===== src/rtl/uart_pkg.sv =====
// uart_pkg: shared UART parity modes, receiver state encoding and baud-divider helper.
package uart_pkg;
  localparam int PARITY_NONE = 0;
  localparam int PARITY_ODD = 1;
  localparam int PARITY_EVEN = 2;
  typedef enum logic [2:0] {ST_IDLE, ST_START, ST_DATA, ST_PARITY, ST_STOP} rx_state_e;
  function automatic int clks_per_bit(input int freq, input int baud);
    return freq / baud;
  endfunction
endpackage


===== src/rtl/uart_rx_sync.sv =====
// uart_rx_sync: two-flop synchroniser for an asynchronous input that idles high.
module uart_rx_sync (
  input  logic clk,
  input  logic rst,
  input  logic d,
  output logic q
);
  logic meta;
  always_ff @(posedge clk)
    if (rst) {q, meta} <= 2'b11;
    else {q, meta} <= {meta, d};
endmodule


===== src/rtl/uart_rx_param.sv =====
// uart_rx_param: parametrised UART receiver feeding a one-word valid/ready holding register.
// Define UART_RX_MAJORITY_EN for 2-of-3 voting around each mid-bit point.
module uart_rx_param
  import uart_pkg::*;
#(
  parameter int CLOCK_FREQ_HZ = 12000000,
  parameter int BAUD_RATE = 9600,
  parameter int DATA_BITS = 8,
  parameter int PARITY = 0,
  parameter int STOP_BITS = 1
) (
  input  logic                 clk,
  input  logic                 rst,
  input  logic                 rx,
  output logic [DATA_BITS-1:0] data_out,
  output logic                 data_valid,
  input  logic                 data_ready,
  output logic                 frame_err,
  output logic                 parity_err,
  output logic                 overrun,
  output logic                 busy
);
  localparam int CPB = clks_per_bit(CLOCK_FREQ_HZ, BAUD_RATE);
  localparam int HALF = CPB / 2;
  localparam int CW = $clog2(CPB + 1);
  localparam logic ODD = PARITY == PARITY_ODD;
  localparam logic [2:0] S_IDLE = ST_IDLE;
  localparam logic [2:0] S_START = ST_START;
  localparam logic [2:0] S_DATA = ST_DATA;
  localparam logic [2:0] S_PAR = ST_PARITY;
  localparam logic [2:0] S_STOP = ST_STOP;

  if (CPB < 4 || DATA_BITS < 5 || DATA_BITS > 9 || PARITY < PARITY_NONE || PARITY > PARITY_EVEN ||
      STOP_BITS < 1 || STOP_BITS > 2) begin : g_bad_cfg
    $error("uart_rx_param: illegal configuration");
  end

  logic            rx_s, bit_val, tick, commit, load, last_data;
  logic [2:0]      state;
  logic [CW-1:0]   cnt, tick_at;
  logic [3:0]      bit_cnt;
  logic [DATA_BITS-1:0] sh;
  logic            ferr, perr;

  uart_rx_sync u_sync (.clk(clk), .rst(rst), .d(rx), .q(rx_s));

`ifdef UART_RX_MAJORITY_EN
  localparam int LAG = 1;
  logic [1:0] votes;
  always_ff @(posedge clk)
    if (rst) votes <= 2'b11;
    else if (cnt == tick_at - CW'(2) || cnt == tick_at - CW'(1)) votes <= {votes[0], rx_s};
  assign bit_val = (votes[1] & votes[0]) | (rx_s & (votes[1] | votes[0]));
`else
  localparam int LAG = 0;
  assign bit_val = rx_s;
`endif

  // START counts from the falling edge; later bits count from the previous decision point
  assign tick_at = state == S_START ? CW'(HALF + LAG) : CW'(CPB - 1);
  assign tick = cnt == tick_at;
  assign last_data = bit_cnt == 4'(DATA_BITS - 1);
  assign commit = state == S_STOP && tick && bit_cnt == 4'(STOP_BITS - 1);
  assign load = commit && (!data_valid || data_ready);
  assign busy = state != S_IDLE;

  always_ff @(posedge clk) begin
    if (rst) begin
      state <= S_IDLE;
      cnt <= '0;
      bit_cnt <= '0;
      sh <= '0;
      ferr <= 1'b0;
      perr <= 1'b0;
      data_out <= '0;
      data_valid <= 1'b0;
      frame_err <= 1'b0;
      parity_err <= 1'b0;
      overrun <= 1'b0;
    end else begin
      cnt <= state == S_IDLE ? CW'(1) : tick ? '0 : cnt + CW'(1);
      case (state)
        S_IDLE: if (!rx_s) begin
          state <= S_START;
          bit_cnt <= '0;
          ferr <= 1'b0;
          perr <= 1'b0;
        end
        S_START: if (tick) state <= bit_val ? S_IDLE : S_DATA;
        S_DATA: if (tick) begin
          sh <= {bit_val, sh[DATA_BITS-1:1]};
          bit_cnt <= last_data ? '0 : bit_cnt + 4'd1;
          if (last_data) state <= PARITY == PARITY_NONE ? S_STOP : S_PAR;
        end
        S_PAR: if (tick) begin
          perr <= ^sh ^ bit_val ^ ODD;
          state <= S_STOP;
        end
        S_STOP: if (tick) begin
          ferr <= ferr | ~bit_val;
          bit_cnt <= bit_cnt + 4'd1;
          if (commit) state <= S_IDLE;
        end
        default: state <= S_IDLE;
      endcase
      overrun <= commit && !load;
      if (load) begin
        data_out <= sh;
        frame_err <= ferr | ~bit_val;
        parity_err <= perr;
        data_valid <= 1'b1;
      end else if (data_valid && data_ready) data_valid <= 1'b0;
    end
  end
endmodule


===== config.mk =====
export PLATFORM = sky130hd
export DESIGN_NAME = uart_rx_param
export DESIGN_NICKNAME = d
export VERILOG_FILES = /design/src/rtl/uart_pkg.sv /design/src/rtl/uart_rx_sync.sv /design/src/rtl/uart_rx_param.sv
export SDC_FILE = /design/constraint.sdc
export NUM_CORES = 1
export LEC_CHECK = 0
export CAP_MARGIN = 20
export CORE_UTILIZATION = 45
export CTS_CLUSTER_DIAMETER = 50
export CTS_CLUSTER_SIZE = 10
export DETAILED_ROUTE_END_ITERATION = 8
export HOLD_SLACK_MARGIN = 0.02
export SLEW_MARGIN = 20
export SYNTH_ARGS = -nofsm -noshare
export SYNTH_HDL_FRONTEND = slang
export SYNTH_HIERARCHICAL = 1
export SYNTH_SLANG_ARGS = --single-unit

===== constraint.sdc =====
create_clock -name clk -period 4.1 [get_ports clk]
set_input_delay 0.615 -clock clk [delete_from_list [all_inputs] [get_ports clk]]
set_output_delay 0.615 -clock clk [all_outputs]
set_load 0.02 [all_outputs]

==> results.cfg, run 1 <==
[outcome]
status = finished clean

[floorplanning]
die_x_um = 67.71
rows = 23
dieArea_um2 = 4585
ioPinCount = 17
die_h_um = 67.71
core_area_um2 = 4086
initial_core_util_pct = 47.55

[clock_tree]
clk-insertion-delay-late_ns = 0.30
clockBufferDepth = 2
post-cts-setup-buffers = 0
clkSinkCount = 42
clk_pin_slew_ns = 0.08
cts_buffers = 5
root_buffer = clkbuf_8
cts_resized = 0
htree_num_levels = 2
cts_hold_buffers = 0
cts_tree = built

[min_path]
hold_path.class = reg2reg
hp-start = u_sync/meta

[synthesis]
synth_top_area_cell = dfxtp_1
synth_top_cells_by_count = 42 x dfxtp_1, 33 x nor2_1, 18 x mux2i_1
yosysTopAreaCellShare_pct = 43.27
synth_ff_type = dfxtp_1
ys_types = 43
syn_nets = 216
syn_inst = 208
synth_top_cells_by_area = dfxtp_1 43%, mux2i_1 9.3%, nor2_1 6.4%
synth.avg_cell_area_um2 = 9.342
synth_edf_count = 0
ys_warn_count = 6
netlist_area_um2 = 1943
ys_ff_latch = 42
async_flop_share_pct = 0
synth.most_common_cell = dfxtp_1
ys_seq_area_share_pct = 43.27

[routing]
viasPerCell = 5.297
vias = 1462
dr.pass1.iters = 6
drc = 0
drt_iter0_markers = 65
ant_nets = 0
wirelength_mm = 3.605
routedWlPerCell_um = 13.06

[setup_path]
cp-start-kind = flip-flop
crit_start = state[0]
slowest_stage = clkdlybuf4s50_1
path_cells = or3_1 > clkdlybuf4s50_1
required_ns = 3.48
crit_fanout = 15
r2r-start = state[0]
crit_family = buffers and inverters
worstSetupPathType = reg2out
slowest_delay_ns = 0.56
critPathBufInv = 1
critPathArrivalTime_ns = 1.74
endpoint_kind = output pin

[timing]
setup_violations = 0
hold_violations = 0
max_freq_mhz = 424.0
fin_ws_ns = 1.741
fin_skew_ns = 0.004659
worstMarginPinSlew_ns = 0.7550
setup_tns_ns = 0
finalCriticalPeriod_ns = 2.359
rsz0062_at_grt = false
period_share_pct = 57.53
slew_headroom_pct = 49.44
drv_slew = 0

[global_route]
grt_use_met3_pct = 5.236
grt_max_degree = 31
grt.met2_usage_pct = 28.22
grtUsageMet1_pct = 23.00
overflow = 0
antenna_found_initial = 0
grt_use_total_pct = 18.02
grt_first_pass_wirelength_mm = 6.127
first_global_vias = 1328
busiest_layer = met2

[place]
place_hpwl_mm = 2.631
dp_slack_ns = 1.818
io_buffers = 16
place_congestion = 0.7886

[finish]
diodes = 0
multiInputGateArea_um2 = 1031
ff_latch_area_um2 = 840.8
final.fill_count = 382
fin_nets = 233
final_layout_size_suffix_gt1_share_pct = 8.407
area_growth_pct = 14.17

[power]
p_leak_nw = 0.8073
power_density_nw_per_um2 = 319.3
ir_drop_v = 0.0002324

[job]
max-cap-violations = 0
[layout make-up]
class                      instances  share of cell area [%]
multi-input combinational        153                   46.47
sequential                        42                   37.90
timing repair buffer              18                   7.896
clock buffer                       5                   3.102
tap                               50                   2.820
clock inverter                     3                  0.9588
inverter                           5                  0.8460
[cells in the final DEF (no fill, tap or decap), types with 2 or more instances in the layout]
cell	n
dfxtp_1	42
nor2_1	33
mux2i_1	18
clkdlybuf4s50_1	16
nand2_1	12
a21oi_1	11
nand3_1	8
nor3_1	7
xnor2_1	7
xor2_1	7
inv_1	5
o21ai_0	5
clkbuf_8	5
nor2b_1	4
ha_1	4
or3_1	3
nand4b_1	3
nand4bb_1	2
nor4b_2	2
nand3b_1	2
nand2b_1	2
o211ai_1	2
or2_2	2
o31ai_1	2
buf_4	2
or2_1	2
[stage by stage]
| stage | util, % | power [mW] | hold WS, ns | cell area [um2] | std cells |
|---|---|---|---|---|---|
| global route | 54.29 | 0.7367 | 0.4427 | 2218 | 276 |
| floorplan | - | 0.4419 | 0.3854 | 1943 | 208 |
| finish | 54.29 | 0.7083 | 0.4167 | 2218 | 276 |
| detailed placement | 52.08 | 0.4504 | 0.4001 | 2128 | 268 |
| CTS | 54.29 | 0.7180 | 0.4178 | 2218 | 276 |
| global placement | 52.08 | 0.4500 | 0.3951 | 2128 | 268 |
[flip-flops by register name, indices dropped and copies added, names as in the netlist, 3 cells and up]
register / cells
state: 3
bit_cnt: 4
cnt: 11
sh: 8
data_out: 8
[per-layer routing]
metal / wire, um / part of all wire (%) / vias up
met5: 0 / 0 / -
met4: 55 / 1.5 / 0
met3: 102 / 2.8 / 6
met2: 1728 / 48 / 14
met1: 1719 / 48 / 685
li1: - / - / 757
[kinds of logic (layout without fill, tap and decap cells)]
family	count (synthesis)	count (layout)	synth area share (%)
AO/OA/AOI/OAI	24	24	7.340
XOR/XNOR	15	15	7.469
adder cells (fa/ha/maj)	4	4	2.576
buffers and inverters	13	31	3.992
flip-flops	42	42	43.27
multiplexers	19	19	9.852
AND/OR/NAND/NOR	91	91	25.50
[path summary, 6_finish.rpt]
check	end	slack (ns)	depth (start not counted)
hold reg to reg	u_sync/q	0.42	1
setup / recovery	busy	1.74	2
hold / removal	u_sync/q	0.42	1
setup reg to reg	state[2]	1.82	5
[power by group]
| part | switching (mW) | total (mW) | leakage [nW] | internal, mW |
|---|---|---|---|---|
| clock | 0.148 | 0.268 | 0.0441 | 0.120 |
| sequential | 0.00423 | 0.414 | 0.339 | 0.410 |
| combinational | 0.0140 | 0.0261 | 0.424 | 0.0121 |
| total | 0.167 | 0.708 | 0.807 | 0.542 |
No activity file was read; power rests on OpenSTA's default activity.
==> run 2: changes to the inputs <==
- PLACE_DENSITY: default -> 0.67
- clock period: 4.1 -> 2.1 ns (I/O delays scaled with it)
==> run 2 against run 1 <==
- count of clock-buffer cells in the layout increased by 1
- clock skew increased by 0.0044 ns
- register-to-register slack got worse by 1.6 ns
- via count increased by 0.62%
- sequential power increased by 94%
- cell count increased by 3.3%
- critical path type is now reg2reg
==> results.cfg, run 2 (synthesized netlist as in run 1, its figures left out) <==
[clock_tree]
cts_tree = built
clk-insertion-delay-late_ns = 0.29
cts_buffers = 5
clk_pin_slew_ns = 0.08
clkSinkCount = 42
clockBufferDepth = 2
htree_num_levels = 2
root_buffer = clkbuf_8
post-cts-setup-buffers = 0

[outcome]
status = finished clean

[timing]
worstMarginPinSlew_ns = 0.5708
period_share_pct = 91.55
drv_slew = 0
slew_headroom_pct = 61.60
timing.hold.ws_ns = 0.4133
setup_violations = 0
fin_ws_ns = 0.1774
fin_skew_ns = 0.009043
setup_tns_ns = 0
max_freq_mhz = 520.1
rsz0062_at_grt = false
finalCriticalPeriod_ns = 1.923
hold_violations = 0

[global_route]
grt_use_total_pct = 17.81
first_global_vias = 1352
grt_max_degree = 20
overflow = 0
grt_first_pass_wirelength_mm = 6.003
antenna_found_initial = 0

[min_path]
hp-start = u_sync/meta
min_path_cells = 1
hold_path.class = reg2reg
whs_endpoint = u_sync/q

[floorplanning]
core_area_um2 = 4086
dieArea_um2 = 4585
rows = 23
initial_core_util_pct = 47.55
die_h_um = 67.71
ioPinCount = 17
die_x_um = 67.71

[finish]
layout_common_cells = 42 x dfxtp_1, 33 x nor2_1, 18 x mux2i_1
max_flop_register = cnt
final_layout_size_suffix_gt1_share_pct = 11.49
final_cells = 285
design_area_um2 = 2317
final_core_util_pct = 56.71
final.fill_count = 376
diodes = 0
reg_top3 = cnt (11), data_out (8), sh (8)
ff_latch_area_um2 = 840.8
largest_reg_flops = 11
fin_nets = 242
final_common_cell = dfxtp_1
multiInputGateArea_um2 = 1040
area_growth_pct = 19.25

[setup_path]
critPathBufInv = 0
crit_family = simple AND/OR/NAND/NOR gates
slowest_stage = or4_1
critPathArrivalTime_ns = 2.15
endpoint_kind = flip-flop
required_ns = 2.33
r2r_cells = 6
cp-start-kind = flip-flop
worst_r2r_endpoint = perr
slowest_delay_ns = 0.51
r2r-start = cnt[0]
ff2ff_setup_slack_ns = 0.18
crit_fanout = 5
worstSetupPathType = reg2reg
path_cells = ha_1 > nor4b_4 > nor3b_4 > a31oi_1 > or4_1 > a21oi_1

[place]
placed_area_um2 = 2196
io_buffers = 16
place_congestion = 0.7395
place_inst = 277
place_hpwl_mm = 2.521
dp_slack_ns = 0.1315

[routing]
ant_nets = 0
viasPerCell = 5.161
drc = 0
routedWlPerCell_um = 12.46
wirelength_mm = 3.551
drt_iter0_markers = 42
vias = 1471
dr.pass1.iters = 4

[power]
power_mw = 1.497
power_density_nw_per_um2 = 646.0
ir_drop_v = 0.0004259
p_leak_nw = 0.8824

[job]
max-cap-violations = 0
-- run 2: metal layers --
metal	wire length, um	part of all wire [%]	up-vias	global-route usage (%)
met2	1479	42	24	25.62
met5	0	0	-	0
met1	1895	53	669	24.59
li1	-	-	771	-
met4	70	2.0	0	9.840
met3	105	3.0	7	3.547
-- run 2: cell type report --
cell class	instances	area share [%]
tap	50	2.700
multi-input combinational	153	44.87
timing repair buffer	27	10.58
sequential	42	36.29
inverter	5	0.8099
clock inverter	2	1.620
clock buffer	6	3.132
-- run 2: report_power, final --
part           leakage (nW)  switching (mW)  internal (mW)
Clock                0.0514           0.272          0.355
Sequential            0.339         0.00357          0.801
Combinational         0.492          0.0351         0.0310
Total                 0.882           0.311           1.19
-- run 2: timing repair --
action | CTS | global route
setup endpoints to repair | 0 | 4
endpoints found under the hold margin | 0 | 0
gates resized for setup | 0 | 3
hold buffers | 0 | 0
-- run 2: worst max path at each step --
stage             start     endpoint  slack [ns]  cells past startpoint
5_1_grt          cnt[0]         perr        0.02                      6
2_1_floorplan  state[1]  data_out[2]        0.14                      7
6_report         cnt[0]         perr        0.18                      6
3_3_place_gp     cnt[0]   bit_cnt[3]        0.18                      7
4_1_cts        state[0]         busy        0.01                      3
3_5_place_dp     cnt[0]         perr        0.13                      6
-- run 2: worst register-to-register path, delay by kind of cell, from the launching register on --
| family | cells | cell delay (ns) |
|---|---|---|
| AO/OA/AOI/OAI | 2 | 0.27 |
| AND/OR/NAND/NOR | 3 | 0.99 |
| adder cells (fa/ha/maj) | 1 | 0.21 |
| flip-flops | 1 | 0.40 |
==> run 3: changes to the inputs <==
- CORE_ASPECT_RATIO: default -> 0.75
- PLACE_DENSITY: 0.67 -> default
- clock period: 2.1 -> 2.2 ns (I/O delays scaled with it)
==> run 3 against run 2 <==
- non-clock buffer count fell by 2
- via count grew 0.34%
- flip-flop and latch count unchanged
- wire length rose by 4.2%
- worst setup slack worse by 0.055 ns
- sequential share of layout area rose by 0.56 points
- hold slack worse by 0.0054 ns
- cell count grew 1.1%
- first-iteration DRC count increased by 52%
- count of clock-buffer cells in the layout unchanged
- critical path depth shrank 3
- register-to-register slack hardly changed
==> results.cfg, run 3 (synthesized netlist as in run 1, its figures left out) <==
[finish]
reg_top3 = cnt (11), data_out (8), sh (8)
max_flop_register = cnt
multiInputGateArea_um2 = 1031
fin_nets = 240
largest_reg_flops = 11
final.fill_count = 385
final_layout_size_suffix_gt1_share_pct = 11.16
final_common_cell = dfxtp_1
ff_latch_area_um2 = 840.8
diodes = 0
area_growth_pct = 17.45
layout_common_cells = 42 x dfxtp_1, 33 x nor2_1, 18 x mux2i_1
final_cells = 288

[setup_path]
slowest_stage = clkdlybuf4s50_1
cp-start-kind = flip-flop
path_cells = buf_4 > or3_1 > clkdlybuf4s50_1
crit_family = buffers and inverters
endpoint_kind = output pin
r2r_cells = 5
ff2ff_setup_slack_ns = 0.18
r2r-start = state[0]
worstSetupPathType = reg2out
worst_r2r_endpoint = state[2]
critPathBufInv = 2
slowest_delay_ns = 0.55
required_ns = 1.87
crit_fanout = 14
critPathArrivalTime_ns = 1.75

[clock_tree]
htree_num_levels = 2
clk-insertion-delay-late_ns = 0.29
clk_pin_slew_ns = 0.08
clkSinkCount = 42
cts_tree = built
cts_resized = 0
cts_buffers = 5
cts_hold_buffers = 0
root_buffer = clkbuf_8
post-cts-setup-buffers = 0
clockBufferDepth = 2

[floorplanning]
initial_core_util_pct = 47.35
die_h_um = 58.91
rows = 20
die_x_um = 77.88
dieArea_um2 = 4588
core_area_um2 = 4104
ioPinCount = 17

[min_path]
whs_endpoint = u_sync/q
hp-start = u_sync/meta
min_path_cells = 1
hold_path.class = reg2reg

[outcome]
status = finished clean

[global_route]
first_global_vias = 1312
grt_use_total_pct = 17.41
grt_max_degree = 15
overflow = 0
grt_first_pass_wirelength_mm = 6.120
antenna_found_initial = 0

[power]
p_sw_mw = 0.3025
ir_drop_v = 0.0002574
p_int_mw = 1.043
combPwrFrac_pct = 4.3
power_density_nw_per_um2 = 589.6
pwr-share-seq_pct = 57.1
switching_share_pct = 22.48
p_clk_share_pct = 38.6
p_leak_nw = 0.8453

[routing]
wl_met3_um = 89
routedLengthMet1_mm = 2.085
ant_nets = 0
vias = 1476
wl_met2_mm = 1.488
routedWlPerCell_um = 12.85
viasPerCell = 5.125
top_layer = met4
dr.pass1.iters = 4
drt_iter0_markers = 64
drc = 0
wirelength_mm = 3.701

[timing]
slew_headroom_pct = 66.48
setup_violations = 0
finalCriticalPeriod_ns = 2.078
timing.hold.ws_ns = 0.4079
hold_violations = 0
setup_tns_ns = 0
period_share_pct = 94.45
max_freq_mhz = 481.3
rsz0062_at_grt = false
drv_slew = 0
worstMarginPinSlew_ns = 0.4982
fin_skew_ns = 0.007675

[job]
max-cap-violations = 0

[place]
place_hpwl_mm = 2.751
io_buffers = 16
place_congestion = 0.8311
place_inst = 280
run 3: changes by cell type in the layout (fill, tap and decap cells not counted), sizes merged:
cell	before	now
buf	11	9
bufinv	1	0
clkdlybuf4s50	15	16
clkinv	0	1
dlymetal6s2s	1	0
run 3: power groups by stage:
| stage | Clock [mW] | Combinational [mW] | Sequential [mW] |
|---|---|---|---|
| finish | 0.519 | 0.0579 | 0.769 |
| global route | 0.569 | 0.0636 | 0.769 |
| CTS | 0.535 | 0.0583 | 0.769 |
| detailed placement | 0 | 0.0580 | 0.787 |
| global placement | 0 | 0.0567 | 0.786 |
| floorplan | 0 | 0.0376 | 0.786 |
run 3: area by class of cell:
type | count | share of cell area [%]
multi-input combinational | 153 | 45.18
sequential | 42 | 36.84
timing repair buffer | 25 | 9.978
clock buffer | 6 | 3.618
tap | 55 | 3.015
inverter | 5 | 0.8224
clock inverter | 2 | 0.5482
run 3: how the worst max path moves through the flow:
stage | startpoint | endpoint | slack [ns] | depth (start not counted)
global placement | state[0] | state[2] | 0.32 | 5
finish | state[0] | busy | 0.12 | 3
global route | state[2] | busy | 0.06 | 3
detailed placement | state[0] | state[2] | 0.21 | 5
CTS | state[2] | busy | 0.11 | 3
floorplan | state[1] | data_out[2] | 0.24 | 7
run 3: per-layer routing:
layer / vias up / GRT usage, %
li1: 772 / -
met5: - / 0
met4: 0 / 6.469
met1: 680 / 24.50
met2: 20 / 25.54
met3: 4 / 4.651
run 3: through the flow:
step | cell area (um2) | worst slack, ns | util, % | power, mW
3_3_place_gp | 2187 | 0.3180 | 53.29 | 0.8429
4_1_cts | 2282 | 0.1064 | 55.61 | 1.362
6_report | 2282 | 0.1222 | 55.61 | 1.345
3_5_place_dp | 2187 | 0.2096 | 53.29 | 0.8447
2_1_floorplan | 1943 | 0.2412 | - | 0.8236
5_1_grt | 2282 | 0.05841 | 55.61 | 1.402
